===== src/rtl/rv32i_types.sv =====
// Shared RV32I pipeline types: register-file sizing, register index type and
// the read-data bundle that decode hands to ID/EX.
package rv32i_types;

    localparam int REGF_NREG   = 32;
    localparam int REGF_PEND_W = 2;

    typedef logic [4:0]  reg_idx_t;
    typedef logic [31:0] xlen_t;

    typedef struct packed {
        xlen_t rs1_v;
        xlen_t rs2_v;
    } regf_rd_t;

endpackage


===== src/rtl/regf_scoreboard.sv =====
// Per-register pending-writer counters for RAW hazard detection in decode.
// Build option REGF_BYPASS_EN: busy discounts a writer retiring this cycle.
module regf_scoreboard
    import rv32i_types::*;
#(
    parameter int NREG   = REGF_NREG,
    parameter int PEND_W = REGF_PEND_W
) (
    input  logic     clk,
    input  logic     rst_n,
    input  reg_idx_t rs1_s,
    input  reg_idx_t rs2_s,
    input  reg_idx_t wb_rd_s,
    input  logic     wb_regf_we,
    input  reg_idx_t iss_rd_s,
    input  logic     iss_we,
    output logic     rs1_busy,
    output logic     rs2_busy,
    output logic     iss_ready
);

    localparam logic [PEND_W-1:0] CNT_MAX  = '1;
    localparam logic [PEND_W-1:0] CNT_ZERO = '0;
    localparam logic [PEND_W-1:0] CNT_ONE  = {{(PEND_W-1){1'b0}}, 1'b1};

    logic [PEND_W-1:0] count_q [NREG];
    logic [PEND_W-1:0] count_d [NREG];
    logic [NREG-1:0]   inc_vec;
    logic [NREG-1:0]   dec_vec;

    always_comb begin
        inc_vec = '0;
        dec_vec = '0;
        if (iss_we && iss_rd_s != '0) inc_vec[iss_rd_s] = 1'b1;
        if (wb_regf_we && wb_rd_s != '0) dec_vec[wb_rd_s] = 1'b1;
    end

    // Issue and retire on the same register cancel; out-of-range moves saturate.
    always_comb begin
        for (int i = 0; i < NREG; i++) begin
            count_d[i] = count_q[i];
            if (inc_vec[i] && !dec_vec[i] && count_q[i] != CNT_MAX)
                count_d[i] = count_q[i] + CNT_ONE;
            else if (dec_vec[i] && !inc_vec[i] && count_q[i] != CNT_ZERO)
                count_d[i] = count_q[i] - CNT_ONE;
        end
    end

    always_ff @(posedge clk or negedge rst_n) begin
        if (!rst_n) begin
            for (int i = 0; i < NREG; i++) count_q[i] <= '0;
        end else begin
            count_q <= count_d;
        end
    end

    // Handshake: decode raises iss_we only in a cycle where iss_ready is high;
    // iss_ready depends only on iss_rd_s and state, never on iss_we.
    assign iss_ready = (iss_rd_s == '0) || (count_q[iss_rd_s] != CNT_MAX);

`ifdef REGF_BYPASS_EN
    logic ret1, ret2;
    assign ret1 = wb_regf_we && (wb_rd_s == rs1_s) && (rs1_s != '0);
    assign ret2 = wb_regf_we && (wb_rd_s == rs2_s) && (rs2_s != '0);
    assign rs1_busy = (count_q[rs1_s] - (ret1 ? CNT_ONE : CNT_ZERO)) != CNT_ZERO;
    assign rs2_busy = (count_q[rs2_s] - (ret2 ? CNT_ONE : CNT_ZERO)) != CNT_ZERO;
`else
    assign rs1_busy = count_q[rs1_s] != CNT_ZERO;
    assign rs2_busy = count_q[rs2_s] != CNT_ZERO;
`endif

    ap_no_dec_at_zero: assert property (@(posedge clk) disable iff (!rst_n)
        (wb_regf_we && wb_rd_s != '0 && !(iss_we && iss_rd_s == wb_rd_s))
            |-> count_q[wb_rd_s] != CNT_ZERO);

    ap_no_inc_at_max: assert property (@(posedge clk) disable iff (!rst_n)
        (iss_we && iss_rd_s != '0 && !(wb_regf_we && wb_rd_s == iss_rd_s))
            |-> count_q[iss_rd_s] != CNT_MAX);

endmodule


===== src/rtl/regfile_sb.sv =====
// RV32I architectural register file with registered read ports and an
// integrated pending-write scoreboard. Build option REGF_BYPASS_EN enables write-through reads.
module regfile_sb
    import rv32i_types::*;
#(
    parameter int NREG   = REGF_NREG,
    parameter int PEND_W = REGF_PEND_W
) (
    input  logic        clk,
    input  logic        rst_n,
    input  logic [4:0]  rs1_s,
    input  logic [4:0]  rs2_s,
    input  logic        rd_en,
    output logic [31:0] rs1_v,
    output logic [31:0] rs2_v,
    input  logic [31:0] wb_rd_v,
    input  logic [4:0]  wb_rd_s,
    input  logic        wb_regf_we,
    input  logic [4:0]  iss_rd_s,
    input  logic        iss_we,
    output logic        rs1_busy,
    output logic        rs2_busy,
    output logic        iss_ready
);

    xlen_t    regs_q [NREG];
    xlen_t    regs_d [NREG];
    regf_rd_t rd_q;
    regf_rd_t rd_d;
    logic     byp1;
    logic     byp2;

    always_comb begin
        regs_d = regs_q;
        if (wb_regf_we && wb_rd_s != '0) regs_d[wb_rd_s] = wb_rd_v;
    end

`ifdef REGF_BYPASS_EN
    assign byp1 = wb_regf_we && (wb_rd_s == rs1_s);
    assign byp2 = wb_regf_we && (wb_rd_s == rs2_s);
`else
    assign byp1 = 1'b0;
    assign byp2 = 1'b0;
`endif

    // x0 is forced to zero here rather than relying on regs_q[0] staying clear.
    always_comb begin
        rd_d = rd_q;
        if (rd_en) begin
            rd_d.rs1_v = (rs1_s == '0) ? '0 : (byp1 ? wb_rd_v : regs_q[rs1_s]);
            rd_d.rs2_v = (rs2_s == '0) ? '0 : (byp2 ? wb_rd_v : regs_q[rs2_s]);
        end
    end

    always_ff @(posedge clk or negedge rst_n) begin
        if (!rst_n) begin
            for (int i = 0; i < NREG; i++) regs_q[i] <= '0;
            rd_q <= '0;
        end else begin
            regs_q <= regs_d;
            rd_q   <= rd_d;
        end
    end

    assign rs1_v = rd_q.rs1_v;
    assign rs2_v = rd_q.rs2_v;

    regf_scoreboard #(
        .NREG   (NREG),
        .PEND_W (PEND_W)
    ) u_scoreboard (
        .clk        (clk),
        .rst_n      (rst_n),
        .rs1_s      (rs1_s),
        .rs2_s      (rs2_s),
        .wb_rd_s    (wb_rd_s),
        .wb_regf_we (wb_regf_we),
        .iss_rd_s   (iss_rd_s),
        .iss_we     (iss_we),
        .rs1_busy   (rs1_busy),
        .rs2_busy   (rs2_busy),
        .iss_ready  (iss_ready)
    );

endmodule

===== config.mk =====
export PLATFORM = sky130hd
export DESIGN_NAME = regfile_sb
export DESIGN_NICKNAME = d
export VERILOG_FILES = /design/src/rtl/rv32i_types.sv /design/src/rtl/regf_scoreboard.sv /design/src/rtl/regfile_sb.sv
export SDC_FILE = /design/constraint.sdc
export NUM_CORES = 2
export LEC_CHECK = 0
export CAP_MARGIN = 5
export CORE_ASPECT_RATIO = 1.4
export CORE_MARGIN = 5
export CORE_UTILIZATION = 35
export CTS_CLUSTER_DIAMETER = 100
export DETAILED_ROUTE_END_ITERATION = 16
export SETUP_SLACK_MARGIN = 0.02
export SYNTH_ARGS = -nofsm -noshare
export SYNTH_HDL_FRONTEND = slang
export SYNTH_SLANG_ARGS = --single-unit

===== constraint.sdc =====
create_clock -name clk -period 3.9 [get_ports clk]
set_input_delay 0.78 -clock clk [delete_from_list [all_inputs] [get_ports clk]]
set_output_delay 0.78 -clock clk [all_outputs]
set_load 0.005 [all_outputs]

==> metrics.md <==
| Metric | Value |
|---|---|
| Largest net degree at the start of global routing | 120 |
| Drt pass-1 iters | 5 |
| Main flop type after synthesis | dfrtp_1 |
| Req. time, crit path | 3.12 ns |
| Buf/Inv on CP | 1 |
| Critical path launch point type | register |
| Comb pwr share | 0.203 |
| Switch Pwr | 9.46 mW |
| HP Class | reg2reg |
| Post-synth EDFFs | 0 |
| Register area share after synthesis | 0.472 |
| HPWL after DPL | 120,000 um |
| Total power | 34.4 mW |
| Status | completed |
| Worst hold path depth | 0 |
| Final worst slack | 0.128 ns |
| Number of global-route vias before repair | 41,900 |
| Fraction of registers with async set/reset | 1.00 |
| Crit Path Class | reg2out |
| CTS tree | done |
| CTS Sinks | 1,152 |
| Reg2reg setup slack | 2.00 ns |
| Crit-path most repeated cell | mux4_2 |
| Cts bufs inserted | 116 |
| Area contributors post-synth | dfrtp_1 47%, mux4_2 18%, mux2_2 18% |
| Critical path's largest stage delay | 0.52 ns |
| Gpl congestion | 0.907 |
| Max-slew violations | 0 |
| Worst setup EP type | primary output |
| Worst Path Arrival | 2.99 ns |
| Dpl cell area | 65,600 um^2 |
| Crit path to | rs2_busy |
| Global-route wire length before repair | 294,000 um |
| Ys Warns | 0 |
| Core area | 174,000 um^2 |
| Slowest CP cell | clkdlybuf4s50_1 |
| Initial antenna violation count | 8 |
| Final WL | 199,000 um |
| Standard-cell rows | 181 |
| Number of DRC markers in iteration 0 | 3,509 |
| Clock Skew | 0.0334 ns |
| Fin cells | 6,566 |
| Crit path time final | 3.77 ns |
| GRT Total Usage | 0.216 |
| Global route overflow | 0 |
| Initial Utilization | 0.352 |
| IO Port Bufs | 123 |
| DR DRC count | 0 |
| Per-cell routed wire length | 30.3 um |
| Final period utilization | 0.967 |
| Drt via density | 6.11 |
| FF+latch count, synth | 1,152 |
| Library cells used by synthesis | 57 |
| Cells after Synth | 4,226 |
| Via Count | 40,100 |
| IR Drop Worst-Case VDD | 364 uV |
| Ports | 124 |
| Synth area leader | dfrtp_1 |
| ANT nets after route | 0 |
| Netlist Area Pre-Place | 61,100 um^2 |
| CP Launch Point | u_scoreboard.count_q[51]$_DFFE_PN0P_ |
| Relative slew slack | 0.209 |
| Die Area | 183,000 um^2 |
| Die Wd | 363 um |
| FF-to-FF End | rs1_v[7]$_DFFE_PN0P_ |
| Highest clock rate | 265 MHz |
| Core Util, Final | 0.400 |
| LEAKAGE | 29.3 nW |
| Reg2reg path depth | 5 |
| Least-Margin Pin Slew | 1.18 ns |
| Clock Pin Slew Worst Setup and Hold Paths | 0.06 ns |
| PwrDens | 495 nW/um^2 |
| Worst hold slack | 0.399 ns |
| Worst Path Max Fanout | 6 |
| Final nets | 4,240 |
| Syn_nets | 4,283 |
| Setup violators final | 0 |
| Worst path depth | 5 |
| Cell area after layout | 69,500 um^2 |
| Max-cap violations | 0 |
| CP delay by family, top | multiplexers |
| Clock power share | 0.335 |
| Area Growth Syn to Fin | 13.8% |
| Sequential power share | 0.462 |
| Htree depth | 3 |
| Final Hold Vio Count | 0 |
| Clock Tree Root | clkbuf_16 |
| Internal power | 24.9 mW |
| Worst-path cell chain | nor2_1 > mux4_2 > mux4_2 > mux2i_1 > clkdlybuf4s50_1 |
| Mean Syn Cell Area | 14.5 um^2 |
| Fin Setup TNS | 0 ns |
| Yosys top cell area share | 0.472 |
| Die Ht | 504 um |
| Clk_lat worst skew | 0.76 ns |
| Placed Cells | 6,350 |
| Clock Path Buffers | 3 |
| Switching part of the total power | 0.275 |
| Proportion of layout cells with a drive suffix above 1 | 0.447 |
| RSZ-0062 raised after global routing | false |
| Critical R2R Launch | regs_q[871]$_DFFE_PN0P_ |
| Place WS | 0.0260 ns |
[synthesized netlist by cell type, drive strengths merged (2+ instances only)]
library cell  count
dfrtp          1152
mux2            992
mux4            493
clkbuf          338
mux2i           239
nor2            159
buf             135
a21oi           101
o22ai            81
o221ai           62
o32ai            62
inv              44
nand2            38
a2111oi          37
or2              36
o211ai           34
a211o            31
a22o             24
and3             17
a22oi            15
nand3b           14
nand3            13
o2111ai          13
a211oi           12
a221o             9
and3b             9
nor3b             8
o21ai             8
or3b              8
o21ba             7
nor4              5
o31a              4
o41ai             4
a21bo             3
a31oi             3
and2              3
a2111o            2
nand4             2
nor3              2
[logic make-up (layout without fill, tap and decap cells)]
kind of cell	after synthesis	in the layout	share of synthesized area
buffers and inverters	517	566	0.0355
other	0	4	0
AOI/OAI and AO/OA	516	516	0.0631
and+or+nand+nor	317	317	0.0255
muxes	1724	1724	0.404
DFF	1152	1152	0.472
[worst min path at each step]
stage | startpoint | end | slack (ns)
floorplan | regs_q[1000]$_DFFE_PN0P_ | regs_q[1000]$_DFFE_PN0P_ | 0.45
global placement | regs_q[1006]$_DFFE_PN0P_ | regs_q[1006]$_DFFE_PN0P_ | 0.38
detailed placement | regs_q[1002]$_DFFE_PN0P_ | regs_q[1002]$_DFFE_PN0P_ | 0.39
CTS | regs_q[1011]$_DFFE_PN0P_ | regs_q[1011]$_DFFE_PN0P_ | 0.40
global route | regs_q[1015]$_DFFE_PN0P_ | regs_q[1015]$_DFFE_PN0P_ | 0.41
finish | regs_q[996]$_DFFE_PN0P_ | regs_q[996]$_DFFE_PN0P_ | 0.40
[sequential cells by signal (all words and copies together), names as in the netlist]
name and count:
regs_q 1024, rs2_v 32, u_scoreboard.count_q 64, rs1_v 32
[layout by cell type (no fill, tap or decap), drive strengths merged, types with 13 or more instances in the layout]
cell type and instances:
nand2 38, a2111oi 37, o2111ai 13, o32ai 62
o211ai 34, nor2 159, clkbuf 176, a21oi 101
buf 200, a211o 31, clkdlybuf4s50 110, clkinv 21
or2 36, o221ai 62, o22ai 81, dfrtp 1152
mux2 992, a22oi 15, nand3 13, mux2i 239
inv 46, and3 17, a22o 24, mux4 493
nand3b 14
[routing by layer]
layer	wire (um)	track usage	vias up
met5	59	0	-
met4	7460	0.0754	8
met3	13500	0.0409	374
met2	96800	0.356	1432
met1	81500	0.286	21900
li1	-	-	16400
[repair_timing]
action,in CTS,in global routing
endpoints found under the setup margin,1,2
pin swaps,0,0
endpoints found under the hold margin,34,0
buffers inserted,0,1
hold buffers,1,0
gates resized for setup,1,12
[worst register-to-register path, stage by stage, from the launching register on]
cell and delay [ns]:
dfrtp_1 0.36, mux4_2 0.24, o22ai_1 0.10, a2111oi_0 0.79, buf_4 0.23, a22o_1 0.12
[layout make-up]
cell class | count | area (um^2)
Inverter | 44 | 165
Sequential cell | 1152 | 28800
Clock buffer | 176 | 3430
Timing Repair Buffer | 312 | 3450
Multi-Input combinational cell | 2557 | 30400
Tap cell | 2287 | 2860
Antenna cell | 4 | 10.0
Fill cell | 15900 | 104000
Clock inverter | 34 | 400
[power groups by stage]
stage	combinational [mW]	clock, mW	sequential (mW)
after floorplan	5.15	0	15.4
after global placement	6.87	0	15.9
after detailed placement	7.01	0	16.1
after CTS	7.03	11.7	15.8
after global routing	7.54	12.2	16.2
final	6.99	11.5	15.9
Power figures use the tool's default switching activity.
